--- src/rtl/pmem_seq_pkg.sv ---
// Shared types and default sizing for the program-memory fetch/load sequencer.
package pmem_seq_pkg;

  localparam int AW_DEF = 8;
  localparam int IW_DEF = 12;
  localparam int DEPTH  = 2 ** AW_DEF;

  typedef enum logic [1:0] {
    ST_IDLE = 2'd0,
    ST_LOAD = 2'd1,
    ST_RUN  = 2'd2,
    ST_HALT = 2'd3
  } state_t;

endpackage

--- src/rtl/pmem_seq_pc.sv ---
// Program counter: clear to 0, load jump target, or +1 (wraps at AW bits); holds otherwise.
module pmem_seq_pc
  import pmem_seq_pkg::*;
#(
  parameter int AW = AW_DEF
) (
  input  logic          i_clk,
  input  logic          i_rst_n,
  input  logic          i_clr,
  input  logic          i_jmp,
  input  logic          i_inc,
  input  logic [AW-1:0] i_jmp_addr,
  output logic [AW-1:0] o_pc
);

  logic [AW-1:0] r_pc;

  always_ff @(posedge i_clk or negedge i_rst_n) begin
    if (!i_rst_n) begin
      r_pc <= '0;
    end else if (i_clr) begin
      r_pc <= '0;
    end else if (i_jmp) begin
      r_pc <= i_jmp_addr;
    end else if (i_inc) begin
      r_pc <= r_pc + AW'(1);
    end
  end

  assign o_pc = r_pc;

endmodule

--- src/rtl/pmem_seq.sv ---
// Fetch/load sequencer for the program memory: load sessions, PC-driven fetch, halt.
// Optional macro PMEM_SEQ_BOUNDS_CHK_EN: out-of-program jumps flag err and halt instead.
module pmem_seq
  import pmem_seq_pkg::*;
#(
  parameter int AW = AW_DEF,
  parameter int IW = IW_DEF
) (
  input  logic          i_clk,
  input  logic          i_rst_n,
  input  logic          i_ld_start,
  input  logic          i_ld_valid,
  input  logic [IW-1:0] i_ld_data,
  input  logic          i_ld_last,
  output logic          o_ld_ready,
  input  logic          i_run,
  input  logic          i_halt,
  input  logic          i_stall,
  input  logic          i_jmp_en,
  input  logic [AW-1:0] i_jmp_addr,
  output logic          o_pm_le,
  output logic [AW-1:0] o_pm_la,
  output logic [IW-1:0] o_pm_li,
  output logic          o_pm_e,
  output logic [AW-1:0] o_pm_addr,
  output logic [AW-1:0] o_pc,
  output logic [1:0]    o_state,
  output logic [AW:0]   o_prog_len,
  output logic          o_err
);

  state_t        r_state, w_state_next;
  logic [AW-1:0] r_wr_cnt, w_wr_cnt_next;
  logic [AW:0]   r_prog_len, w_prog_len_next;
  logic          r_err, w_err_next;
  logic          w_pc_clr, w_pc_jmp, w_pc_inc;
  logic [AW-1:0] w_pc;
  logic          w_beat;
  logic [AW:0]   w_pc_plus1;
  logic          w_jmp_bad;

  assign w_beat     = (r_state == ST_LOAD) && i_ld_valid;
  assign w_pc_plus1 = {1'b0, w_pc} + (AW+1)'(1);

`ifdef PMEM_SEQ_BOUNDS_CHK_EN
  assign w_jmp_bad = ({1'b0, i_jmp_addr} >= r_prog_len);
`else
  assign w_jmp_bad = 1'b0;
`endif

  always_ff @(posedge i_clk or negedge i_rst_n) begin
    if (!i_rst_n) begin
      r_state    <= ST_IDLE;
      r_wr_cnt   <= '0;
      r_prog_len <= '0;
      r_err      <= 1'b0;
    end else begin
      r_state    <= w_state_next;
      r_wr_cnt   <= w_wr_cnt_next;
      r_prog_len <= w_prog_len_next;
      r_err      <= w_err_next;
    end
  end

  always_comb begin
    w_state_next    = r_state;
    w_wr_cnt_next   = r_wr_cnt;
    w_prog_len_next = r_prog_len;
    w_err_next      = r_err;
    w_pc_clr        = 1'b0;
    w_pc_jmp        = 1'b0;
    w_pc_inc        = 1'b0;
    case (r_state)
      ST_IDLE, ST_HALT: begin
        // A new load session always wins over a run request.
        if (i_ld_start) begin
          w_state_next  = ST_LOAD;
          w_wr_cnt_next = '0;
          w_err_next    = 1'b0;
        end else if (i_run && (r_prog_len != '0)) begin
          w_state_next = ST_RUN;
          w_pc_clr     = 1'b1;
        end
      end
      ST_LOAD: begin
        if (w_beat) begin
          w_wr_cnt_next = r_wr_cnt + AW'(1);
          if (i_ld_last || (&r_wr_cnt)) begin
            w_state_next    = ST_IDLE;
            w_prog_len_next = {1'b0, r_wr_cnt} + (AW+1)'(1);
            if (!i_ld_last) w_err_next = 1'b1;
          end
        end
      end
      ST_RUN: begin
        if (i_halt) begin
          w_state_next = ST_HALT;
        end else if (!i_stall) begin
          if (i_jmp_en) begin
            if (w_jmp_bad) begin
              w_err_next   = 1'b1;
              w_state_next = ST_HALT;
            end else begin
              w_pc_jmp = 1'b1;
            end
          end else if (w_pc_plus1 == r_prog_len) begin
            w_state_next = ST_HALT;
          end else begin
            w_pc_inc = 1'b1;
          end
        end
      end
      default: w_state_next = ST_IDLE;
    endcase
  end

  pmem_seq_pc #(.AW(AW)) u_pc (
    .i_clk      (i_clk),
    .i_rst_n    (i_rst_n),
    .i_clr      (w_pc_clr),
    .i_jmp      (w_pc_jmp),
    .i_inc      (w_pc_inc),
    .i_jmp_addr (i_jmp_addr),
    .o_pc       (w_pc)
  );

  // Memory-port address/data are forced to 0 whenever the port is idle.
  assign o_ld_ready = (r_state == ST_LOAD);
  assign o_pm_le    = w_beat;
  assign o_pm_la    = w_beat ? r_wr_cnt : '0;
  assign o_pm_li    = w_beat ? i_ld_data : '0;
  assign o_pm_e     = (r_state == ST_RUN);
  assign o_pm_addr  = (r_state == ST_RUN) ? w_pc : '0;
  assign o_pc       = w_pc;
  assign o_state    = r_state;
  assign o_prog_len = r_prog_len;
  assign o_err      = r_err;

endmodule

--- config.mk ---
export PLATFORM = sky130hd
export DESIGN_NAME = pmem_seq
export DESIGN_NICKNAME = d
export VERILOG_FILES = /design/src/rtl/pmem_seq_pkg.sv /design/src/rtl/pmem_seq_pc.sv /design/src/rtl/pmem_seq.sv
export SDC_FILE = /design/constraint.sdc
export NUM_CORES = 1
export LEC_CHECK = 0
export BUFFER_PORTS_ARGS = -buffer_cell sky130_fd_sc_hd__buf_2
export CAP_MARGIN = 20
export CORE_MARGIN = 2
export CORE_UTILIZATION = 40
export CTS_CLUSTER_SIZE = 16
export DETAILED_ROUTE_END_ITERATION = 10
export PLACE_DENSITY_LB_ADDON = 0.3
export SYNTH_ARGS = -nofsm -noshare
export SYNTH_HDL_FRONTEND = slang
export SYNTH_SLANG_ARGS = --single-unit
--- constraint.sdc ---
create_clock -name i_clk -period 3.7 [get_ports i_clk]
set_input_delay 0.37 -clock i_clk [delete_from_list [all_inputs] [get_ports i_clk]]
set_output_delay 0.37 -clock i_clk [all_outputs]
set_load 0.005 [all_outputs]
==> impl_metrics.csv <==
group,metric,value,unit
die,die_w,76.6,um
timing,relSlewSlack,42.1,%
clocking,clk_latency,0.28,ns
timing,hold_viol,0,
grt,grt_pass1_vias,2029,
die,start_util,41.3,%
power_and_ir_drop,clockPowerShare,12.6,%
detailed_routing,remaining_drc_errors,0,
timing,finalSetupViolations,0,
grt,grt.total_usage,20.5,%
die,die_y,76.6,um
logic_synthesis,ys_types,44,
detailed_routing,avgViaCountPerCell,5.42,
grt,grt-ovfl-total,0,
finish,diodes,0,
die,ios,80,
clocking,cts_setup_buffers,0,
detailed_routing,finalWirelength,5.78,mm
finish,final_layout_size_suffix_gt1_share,28.6,%
logic_synthesis,yosysWarnings,0,
detailed_routing,wl_per_cell,14.5,um
finish,regArea,701,um2
finish,synthToLayoutAreaGrowth,22.1,%
logic_synthesis,synth_top_area_share,33.2,%
finish,multi_input_area,1310,um2
clocking,clk_pin_slew_worst_paths,0.10,ns
power_and_ir_drop,ir_worst_vdd,0.308,mV
die,die-area,5870,um2
die,fp-row-count,26,
logic_synthesis,synthArstFlopShare,100,%
critical_path,crit_required,3.88,ns
timing,setup_ws,0.929,ns
critical_path,start_kind,"flip-flop",
logic_synthesis,yosysMostFrequentCell,"dfrtp_1",
power_and_ir_drop,power-per-cell-area,615,nW/um2
timing,slew_violations,0,
placement,dpl_worst_slack,0.946,ns
clocking,cts_root_buf,"clkbuf_8",
logic_synthesis,syn_inst,266,
timing,fin_crit,2.77,ns
clocking,h-tree-depth,1,
status,status,"complete, no violations",
timing,tns,0,ns
detailed_routing,num_vias,2163,
timing,timing.final.crit_share,74.9,%
grt,antenna_found_initial,0,
power_and_ir_drop,seqPwrFrac,36.4,%
grt,grt_max_degree,32,
logic_synthesis,yosysTopAreaCell,"dfrtp_1",
detailed_routing,antenna_left,0,
critical_path,timing.reg2reg.worst_path_depth,8,
placement,portBuffers,79,
flow_run,cap_violations,0,
placement,gp_congestion,0.848,
logic_synthesis,syn_area_per_cell,7.93,um2
logic_synthesis,yosys-top-cells-area,"dfrtp_1 (33%), and3_1 (7.4%), o21ai_0 (5.9%), xnor2_1 (5.8%), a21oi_1 (4.0%)",
clocking,cts_tree,"yes",
critical_path,end_kind,"flip-flop",
power_and_ir_drop,p_comb_share,51.0,%
finish,final_nets,363,
logic_synthesis,syn-num-nets,299,
logic_synthesis,ys_seq_area_share,33.2,%
logic_synthesis,synth_enable_flop_cells,0,
timing,skew,0.00194,ns
placement,dpl.hpwl,4.17,mm
power_and_ir_drop,switching_share,44.9,%
clocking,ctsResizeCount,0,
logic_synthesis,ys.flop_type,"dfrtp_1",
timing,tightest_slew,0.869,ns
power_and_ir_drop,power.internal,0.872,mW
grt,grt_pass1_wl,9.99,mm
timing,rsz0062_at_grt,"false",
timing,fmax,361,MHz
detailed_routing,drt-initial-drc-count,133,
critical_path,cp_max_fo,8,
critical_path,critPathKind,"reg2reg",
power_and_ir_drop,p_sw,0.711,mW
critical_path,arrival,2.95,ns
logic_synthesis,ys_ff_latch,28,
clocking,cts.sinks,28,
detailed_routing,first_pass_iters,4,
clocking,cts.path.max_buffers,2,
logic_synthesis,synth_commonest_cells,"dfrtp_1 (28), and3_1 (25), o21ai_0 (25)",
power_and_ir_drop,p_leak,1.27,nW
worst_hold_path,hold_class,"in2async",
power_and_ir_drop,finalPower,1.58,mW
clocking,cts-buffers-inserted,3,
finish,fillers,522,
clocking,postCtsHoldBufs,0,
logic_synthesis,synth_area,2110,um2
die,coreArea,5110,um2
[final cells by class]
class,count,area share [%]
Inverter,6,0.875
Sequential cell,28,27.2
Timing Repair Buffer,80,15.7
Tap cell,70,3.40
Clock buffer,4,2.14
Multi-Input combinational cell,211,50.7
[power groups by stage]
stage | registers [mW] | logic [mW] | clock network (mW)
after detailed placement | 0.583 | 0.809 | 0
after floorplan | 0.519 | 0.582 | 0
after global placement | 0.576 | 0.798 | 0
after CTS | 0.576 | 0.813 | 0.204
final | 0.576 | 0.808 | 0.199
after global routing | 0.597 | 0.912 | 0.217
[per-layer routing]
metal  GRT usage (%)  wire [um]  up-vias
met5               0          0        -
met4            5.45         89        0
met3            3.55        331       10
met2            32.8       2680       72
met1            28.6       2680     1004
li1                -          -     1077
[per-stage QoR]
step | instance area [um2] | std cells | hold WS (ns) | utilization (%)
floorplan | 2110 | 266 | 0.0744 | -
global placement | 2520 | 395 | 0.438 | 49.3
detailed placement | 2520 | 395 | 0.450 | 49.3
CTS | 2570 | 399 | 0.131 | 50.4
global route | 2570 | 399 | 0.150 | 50.4
finish | 2570 | 399 | 0.106 | 50.4
[kinds of logic (layout without fill, tap and decap cells)]
logic type	count (synthesis)	in the layout	synth area share [%]
buf+inv	27	90	4.87
xor+xnor	17	17	7.06
compound gates	65	65	18.8
mux	5	5	2.55
fa+ha+maj	4	4	2.37
simple gates	120	120	31.1
flops	28	28	33.2
[final timing paths]
check | startpoint | end | slack (ns)
setup reg to reg | u_pc.o_pc[0] | o_state[0] | 0.93
setup / recovery | u_pc.o_pc[0] | o_state[0] | 0.93
hold / removal | i_rst_n | o_prog_len[5] | 0.11
hold reg to reg | o_state[1] | o_state[1] | 0.59
max in group asynchronous | i_rst_n | r_wr_cnt[4] | 3.18
min in group i_clk | i_jmp_addr[1] | u_pc.o_pc[1] | 0.38
[placed cells by master (no fill, tap or decap), types with 2 or more instances in the layout]
cell      instances
nor2b_1           2
and3_1           25
nand3_1           9
a21oi_1          17
a22oi_1           3
o21ai_0          25
buf_2            79
xor2_1            3
a31oi_1           2
nand2_1          21
xnor2_1          14
nand2b_1          6
dfrtp_1          28
clkbuf_8          4
ha_1              4
mux2i_1           2
a22o_1            2
nor3_1           12
nor4_1            2
or3_1             2
a211oi_1          8
nor2_1           21
nor3b_1           2
mux2_2            3
inv_1             6
and2_1            8
[state kept, by name, summed over array words and instances, names as in the netlist]
name and flops:
o_state 2, u_pc.o_pc 8, o_prog_len 9, r_wr_cnt 8, o_err 1
[critical path: stages, from the launching register on]
cell	delay (ns)
dfrtp_1	0.49
ha_1	0.32
nand3_4	0.14
or4_4	0.51
a21oi_2	0.14
o211ai_2	0.13
nand2b_1	0.17
a222oi_1	0.38
mux2_2	0.38
No activity file was read; power rests on OpenSTA's default activity.
